## src/rtl/phys_reg_free_list_if.sv

```systemverilog
// Rename/commit-side bundle for the physical register free list.
// The master side is rename + ROB; the slave side is the free list itself.
interface phys_reg_free_list_if #(
  parameter int unsigned PHYS_REGS = 64,
  parameter int unsigned ARCH_REGS = 32
);
  localparam int unsigned DEPTH         = PHYS_REGS - ARCH_REGS;
  localparam int unsigned PHYS_REG_ADDR = $clog2(PHYS_REGS);
  localparam int unsigned CNT_W         = $clog2(DEPTH) + 1;

  logic                     flush;
  logic                     alloc_req;
  logic                     alloc_ready;
  logic [PHYS_REG_ADDR-1:0] alloc_phys_addr;
  logic                     commit_en;
  logic [PHYS_REG_ADDR-1:0] commit_old_phys;
  logic [CNT_W-1:0]         free_count;
  logic                     protocol_err;

  modport master (
    output flush,
    output alloc_req,
    output commit_en,
    output commit_old_phys,
    input  alloc_ready,
    input  alloc_phys_addr,
    input  free_count,
    input  protocol_err
  );

  modport slave (
    input  flush,
    input  alloc_req,
    input  commit_en,
    input  commit_old_phys,
    output alloc_ready,
    output alloc_phys_addr,
    output free_count,
    output protocol_err
  );
endinterface

```

## src/rtl/phys_reg_free_list.sv

```systemverilog
// Circular free list of physical register indices with a committed-head checkpoint for flush.
// Optional FREELIST_BYPASS_EN forwards a committing index straight to rename when the list is empty.
module phys_reg_free_list #(
  parameter int unsigned PHYS_REGS = 64,
  parameter int unsigned ARCH_REGS = 32
) (
  input  logic                   clk,
  input  logic                   rst,
  phys_reg_free_list_if.slave    fl
);
  localparam int unsigned DEPTH         = PHYS_REGS - ARCH_REGS;
  localparam int unsigned PHYS_REG_ADDR = $clog2(PHYS_REGS);
  localparam int unsigned IDX_W         = $clog2(DEPTH);
  localparam int unsigned PTR_W         = IDX_W + 1;

  typedef logic [PTR_W-1:0]         ptr_t;
  typedef logic [PHYS_REG_ADDR-1:0] preg_t;

  preg_t fl_mem [DEPTH];

  ptr_t spec_head_q, spec_head_d;
  ptr_t arch_head_q, arch_head_d;
  ptr_t tail_q,      tail_d;
  logic protocol_err_q, protocol_err_d;

  ptr_t free_cnt;
  logic list_empty;
  logic bypass;
  logic alloc_fire;
  logic nothing_in_flight;
  logic commit_err;
  logic commit_ok;

  assign free_cnt   = tail_q - spec_head_q;
  assign list_empty = (free_cnt == '0);

`ifdef FREELIST_BYPASS_EN
  assign bypass = list_empty && fl.commit_en;
`else
  assign bypass = 1'b0;
`endif

  assign fl.free_count      = free_cnt;
  assign fl.alloc_ready     = !list_empty || bypass;
  assign fl.alloc_phys_addr = bypass ? fl.commit_old_phys : fl_mem[spec_head_q[IDX_W-1:0]];
  assign fl.protocol_err    = protocol_err_q;

  assign alloc_fire        = fl.alloc_req && fl.alloc_ready && !fl.flush;
  assign nothing_in_flight = (arch_head_q == spec_head_q);
  // A commit that retires the entry popped on the same edge is legitimate.
  assign commit_err        = fl.commit_en && nothing_in_flight && !alloc_fire;
  assign commit_ok         = fl.commit_en && !commit_err;

  always_comb begin
    spec_head_d    = spec_head_q;
    arch_head_d    = arch_head_q;
    tail_d         = tail_q;
    protocol_err_d = protocol_err_q || commit_err;

    if (commit_ok) begin
      arch_head_d = arch_head_q + ptr_t'(1);
      tail_d      = tail_q + ptr_t'(1);
    end

    // Flush rewinds to the committed head, including a commit landing this cycle.
    if (fl.flush) begin
      spec_head_d = arch_head_d;
    end else if (alloc_fire) begin
      spec_head_d = spec_head_q + ptr_t'(1);
    end
  end

  always_ff @(posedge clk) begin
    if (rst) begin
      spec_head_q    <= '0;
      arch_head_q    <= '0;
      tail_q         <= ptr_t'(DEPTH);
      protocol_err_q <= 1'b0;
    end else begin
      spec_head_q    <= spec_head_d;
      arch_head_q    <= arch_head_d;
      tail_q         <= tail_d;
      protocol_err_q <= protocol_err_d;
    end
  end

  always_ff @(posedge clk) begin
    if (rst) begin
      for (int i = 0; i < int'(DEPTH); i++) begin
        fl_mem[i] <= preg_t'(int'(ARCH_REGS) + i);
      end
    end else if (commit_ok) begin
      fl_mem[tail_q[IDX_W-1:0]] <= fl.commit_old_phys;
    end
  end

  // Every committed slot is either free or speculatively allocated.
  a_tail_arch_gap: assert property (@(posedge clk) disable iff (rst)
    ptr_t'(tail_q - arch_head_q) == ptr_t'(DEPTH));
  a_free_cnt_range: assert property (@(posedge clk) disable iff (rst)
    int'(free_cnt) <= int'(DEPTH));

endmodule

```

## src/flat_wrapper.sv

```systemverilog
// flat-port wrapper written by rule: the top's interface ports become plain ports
module phys_reg_free_list_flat 
#(
  parameter int unsigned PHYS_REGS = 64,
  parameter int unsigned ARCH_REGS = 32
)
  (clk, rst, fl_flush, fl_alloc_req, fl_commit_en, fl_commit_old_phys, fl_alloc_ready, fl_alloc_phys_addr, fl_free_count, fl_protocol_err);
  phys_reg_free_list_if #(.PHYS_REGS(PHYS_REGS), .ARCH_REGS(ARCH_REGS)) fl_i ();
  input  logic clk;
  input  logic rst;
  input wire logic [$bits(fl_i.flush)-1:0] fl_flush;
  input wire logic [$bits(fl_i.alloc_req)-1:0] fl_alloc_req;
  input wire logic [$bits(fl_i.commit_en)-1:0] fl_commit_en;
  input wire logic [$bits(fl_i.commit_old_phys)-1:0] fl_commit_old_phys;
  output wire logic [$bits(fl_i.alloc_ready)-1:0] fl_alloc_ready;
  output wire logic [$bits(fl_i.alloc_phys_addr)-1:0] fl_alloc_phys_addr;
  output wire logic [$bits(fl_i.free_count)-1:0] fl_free_count;
  output wire logic [$bits(fl_i.protocol_err)-1:0] fl_protocol_err;
  assign fl_i.flush = fl_flush;
  assign fl_i.alloc_req = fl_alloc_req;
  assign fl_i.commit_en = fl_commit_en;
  assign fl_i.commit_old_phys = fl_commit_old_phys;
  assign fl_alloc_ready = fl_i.alloc_ready;
  assign fl_alloc_phys_addr = fl_i.alloc_phys_addr;
  assign fl_free_count = fl_i.free_count;
  assign fl_protocol_err = fl_i.protocol_err;
  phys_reg_free_list #(.PHYS_REGS(PHYS_REGS), .ARCH_REGS(ARCH_REGS)) u_core (.clk(clk), .rst(rst), .fl(fl_i));
endmodule
```

## config.mk

```make
export PLATFORM = sky130hd
export DESIGN_NAME = phys_reg_free_list_flat
export DESIGN_NICKNAME = d
export VERILOG_FILES = /design/src/rtl/phys_reg_free_list_if.sv /design/src/rtl/phys_reg_free_list.sv /design/src/flat_wrapper.sv
export SDC_FILE = /design/constraint.sdc
export NUM_CORES = 1
export LEC_CHECK = 0
export ABC_AREA = 0
export BUFFER_PORTS_ARGS = -buffer_cell sky130_fd_sc_hd__buf_2
export CAP_MARGIN = 20
export CORE_MARGIN = 2
export CORE_UTILIZATION = 35
export DETAILED_ROUTE_END_ITERATION = 8
export MAX_ROUTING_LAYER = met4
export SYNTH_ARGS = -nofsm -noshare
export SYNTH_HDL_FRONTEND = slang
export SYNTH_SLANG_ARGS = --single-unit
```

## constraint.sdc

```tcl
create_clock -name clk -period 3.6 [get_ports clk]
set_input_delay 0.18 -clock clk [delete_from_list [all_inputs] [get_ports clk]]
set_output_delay 0.18 -clock clk [all_outputs]
set_load 0.01 [all_outputs]
```

==> results.json <==
{
  "status": "complete, no violations",
  "period_minus_slack_ns": 3.41,
  "rows": 62,
  "synthCells": 778,
  "fin_cells": 1232,
  "synthesis.area_um2": 10400,
  "ant_nets": 0,
  "nets": 852,
  "gr-total-overflow": 0,
  "grt_usage_pct": 19.1,
  "drive_gt1_share_pct": 23.0,
  "clock_sinks": 216,
  "via_per_inst": 5.39,
  "numPortBuffers": 24,
  "wire_per_inst_um": 22.8,
  "num_vias": 6644,
  "crit_fanout": 7,
  "powerDensity_nw_per_um2": 558,
  "synth_common_cells": "edfxtp_1 (192), nand2_1 (104), nor2_1 (74)",
  "finalMaxSlewViolations": 0,
  "crit_required_ns": 3.82,
  "yosysMostFrequentCell": "edfxtp_1",
  "final.setup.tns_ns": 0,
  "max_cap_viol_count": 0,
  "dpl.cell_count": 1183,
  "die-area_um2": 31000,
  "grt_setup_unrepaired": "false",
  "finalInstanceArea_um2": 12000,
  "synthTopCellsByArea": "edfxtp_1 (56%), mux4_2 (13%), dfxtp_1 (4.6%), nand2_1 (3.8%), nor2_1 (2.7%)",
  "synth_cell_types": 52,
  "core_um2": 28900,
  "async_reset_ff_share_pct": 0,
  "drc_errors": 0,
  "clockRootBuffer": "clkbuf_16",
  "dpl.hpwl_mm": 19.7,
  "grt_max_degree": 34,
  "drtIter0Drc": 745,
  "grt_pass1_wl_mm": 42.5,
  "min_path_type": "input port to register",
  "slew-limit-headroom_pct": 32.8,
  "finalSetupViolCount": 0,
  "grt_pass1_vias": 6811,
  "fin_hold_ws_ns": 0.0910,
  "avgSynthCellArea_um2": 13.3,
  "die_h_um": 176,
  "dr.pass1.iters": 5,
  "yosys_warnings": 0,
  "cts_buffers": 25,
  "critPathLaunchType": "register",
  "ys_ff_latch": 216,
  "grt_busiest_layer": "met2",
  "synth_ff_type": "edfxtp_1",
  "met1_usage_pct": 25.4,
  "crit_type": "register to register",
  "start_util_pct": 35.8,
  "critPathCaptureType": "register",
  "antenna_found_initial": 1,
  "finalHoldViolCount": 0,
  "design.portCount": 25,
  "die_w_um": 176,
  "dpl_cell_area_um2": 11100,
  "yosys.area.top_type": "edfxtp_1",
  "clk_latency_ns": 0.53,
  "finalWirelength_mm": 28.0,
  "htreeDepth": 1,
  "worst_pin_slew_ns": 0.998,
  "ir_drop_mv": 0.341,
  "cts_tree": "built",
  "fin_skew_ns": 0.0264,
  "grt_use_met3_pct": 3.62,
  "area_delta_synth_final_pct": 15.4,
  "cts_buffer_depth": 3,
  "fin_crit_sh_pct": 94.7,
  "leakage_nw": 3.55,
  "met2_usage_pct": 30.1,
  "seq_area_frac_synth_pct": 60.3,
  "fmax_ghz": 0.293,
  "path_clk_slew_ns": 0.06,
  "place_congestion": 0.852,
  "synth_fp_nets": 801,
  "diodes": 0,
  "arrival_ns": 3.63,
  "synth_edf_count": 192,
  "synthDominantCellAreaShare_pct": 55.7
}
path summary, 6_finish.rpt:
kind | start | end | slack, ns | depth (start not counted)
hold reg to reg | u_core.fl.protocol_err$_SDFF_PP0_ | u_core.fl.protocol_err$_SDFF_PP0_ | 0.45 | 2
setup reg to reg | u_core.tail_q[0]$_SDFFE_PP0P_ | u_core.fl_mem[25][5]$_SDFFCE_PN1P_ | 0.19 | 12
setup / recovery | u_core.tail_q[0]$_SDFFE_PP0P_ | u_core.fl_mem[25][5]$_SDFFCE_PN1P_ | 0.19 | 12
hold / removal | fl_flush | u_core.spec_head_q[5]$_SDFFE_PP0N_ | 0.09 | 2
per-stage QoR:
| stage | utilization (%) | worst slack, ns | total power [mW] |
|---|---|---|---|
| after global placement | 38.5 | 0.220 | 4.22 |
| after global routing | 41.3 | 0.000671 | 6.90 |
| after floorplan | - | 0.200 | 3.69 |
| after CTS | 41.3 | 0.128 | 6.70 |
| after detailed placement | 38.5 | 0.145 | 4.23 |
| final | 41.3 | 0.192 | 6.67 |
layer usage:
metal  vias up  routed length, um
met2       253              13200
met4         0                848
met3        55               2180
met1      3315              11800
met5         -                  0
li1       3021                  -
state kept, by name, summed over array words and instances (netlist names), named ones only:
name	count
u_core.fl_mem	192
u_core.arch_head_q	6
u_core.spec_head_q	6
u_core.tail_q	6
u_core.fl.protocol_err	1
report_power, final:
| group | internal (mW) | switching, mW | total (mW) |
|---|---|---|---|
| Clock | 1.48 | 1.01 | 2.49 |
| Combinational | 0.530 | 0.752 | 1.28 |
| Sequential | 2.80 | 0.0949 | 2.90 |
| Total | 4.81 | 1.85 | 6.67 |
layout make-up:
class	instances	area, um^2
tap	384	480
multi-input combinational	493	3820
inverter	14	52.6
fill	2703	17000
sequential	216	6250
timing repair buffer	79	556
clock buffer	29	641
clock inverter	17	155
cells by family after synthesis:
logic type               Yosys count  synth area share (%)
AO/OA/AOI/OAI                     67                  4.37
XOR/XNOR                          18                  1.52
adder cells (fa/ha/maj)           12                  1.52
buffers and inverters             69                  2.85
flip-flops                       216                  60.3
multiplexers                      72                  14.3
AND/OR/NAND/NOR                  324                  15.1
critical path, stage by stage, from the launching register on:
cell	delay [ns]
dfxtp_1	0.33
inv_1	0.05
ha_1	0.21
fa_1	0.51
inv_1	0.06
nor4_1	0.29
mux2i_1	0.16
o41a_4	0.38
buf_4	0.18
a21oi_2	0.31
buf_4	0.23
nor2_1	0.09
a21o_1	0.31
cell usage in the layout (no fill, tap or decap), types with 7 or more instances in the layout:
| cell type | instances |
|---|---|
| edfxtp_1 | 192 |
| nand2_1 | 104 |
| nor2_1 | 72 |
| mux4_2 | 60 |
| buf_4 | 50 |
| nor3_1 | 33 |
| buf_2 | 26 |
| clkbuf_16 | 25 |
| nand3_1 | 24 |
| dfxtp_1 | 22 |
| nor2b_1 | 19 |
| o21ai_0 | 17 |
| xnor2_1 | 15 |
| or3_1 | 15 |
| inv_1 | 13 |
| o21ai_1 | 13 |
| ha_1 | 11 |
| a21o_1 | 10 |
| and3_1 | 10 |
| clkinv_1 | 10 |
| nand2b_1 | 8 |
| mux2_2 | 8 |
| nand4_1 | 8 |
| a21oi_1 | 7 |
what timing repair did:
item	CTS	global route
endpoints found under the setup margin	0	110
hold endpoints to repair	1	0
hold buffers	1	0
setup buffers	0	0
resized for setup	0	15
Note: power is estimated with default switching activity, not from simulation.
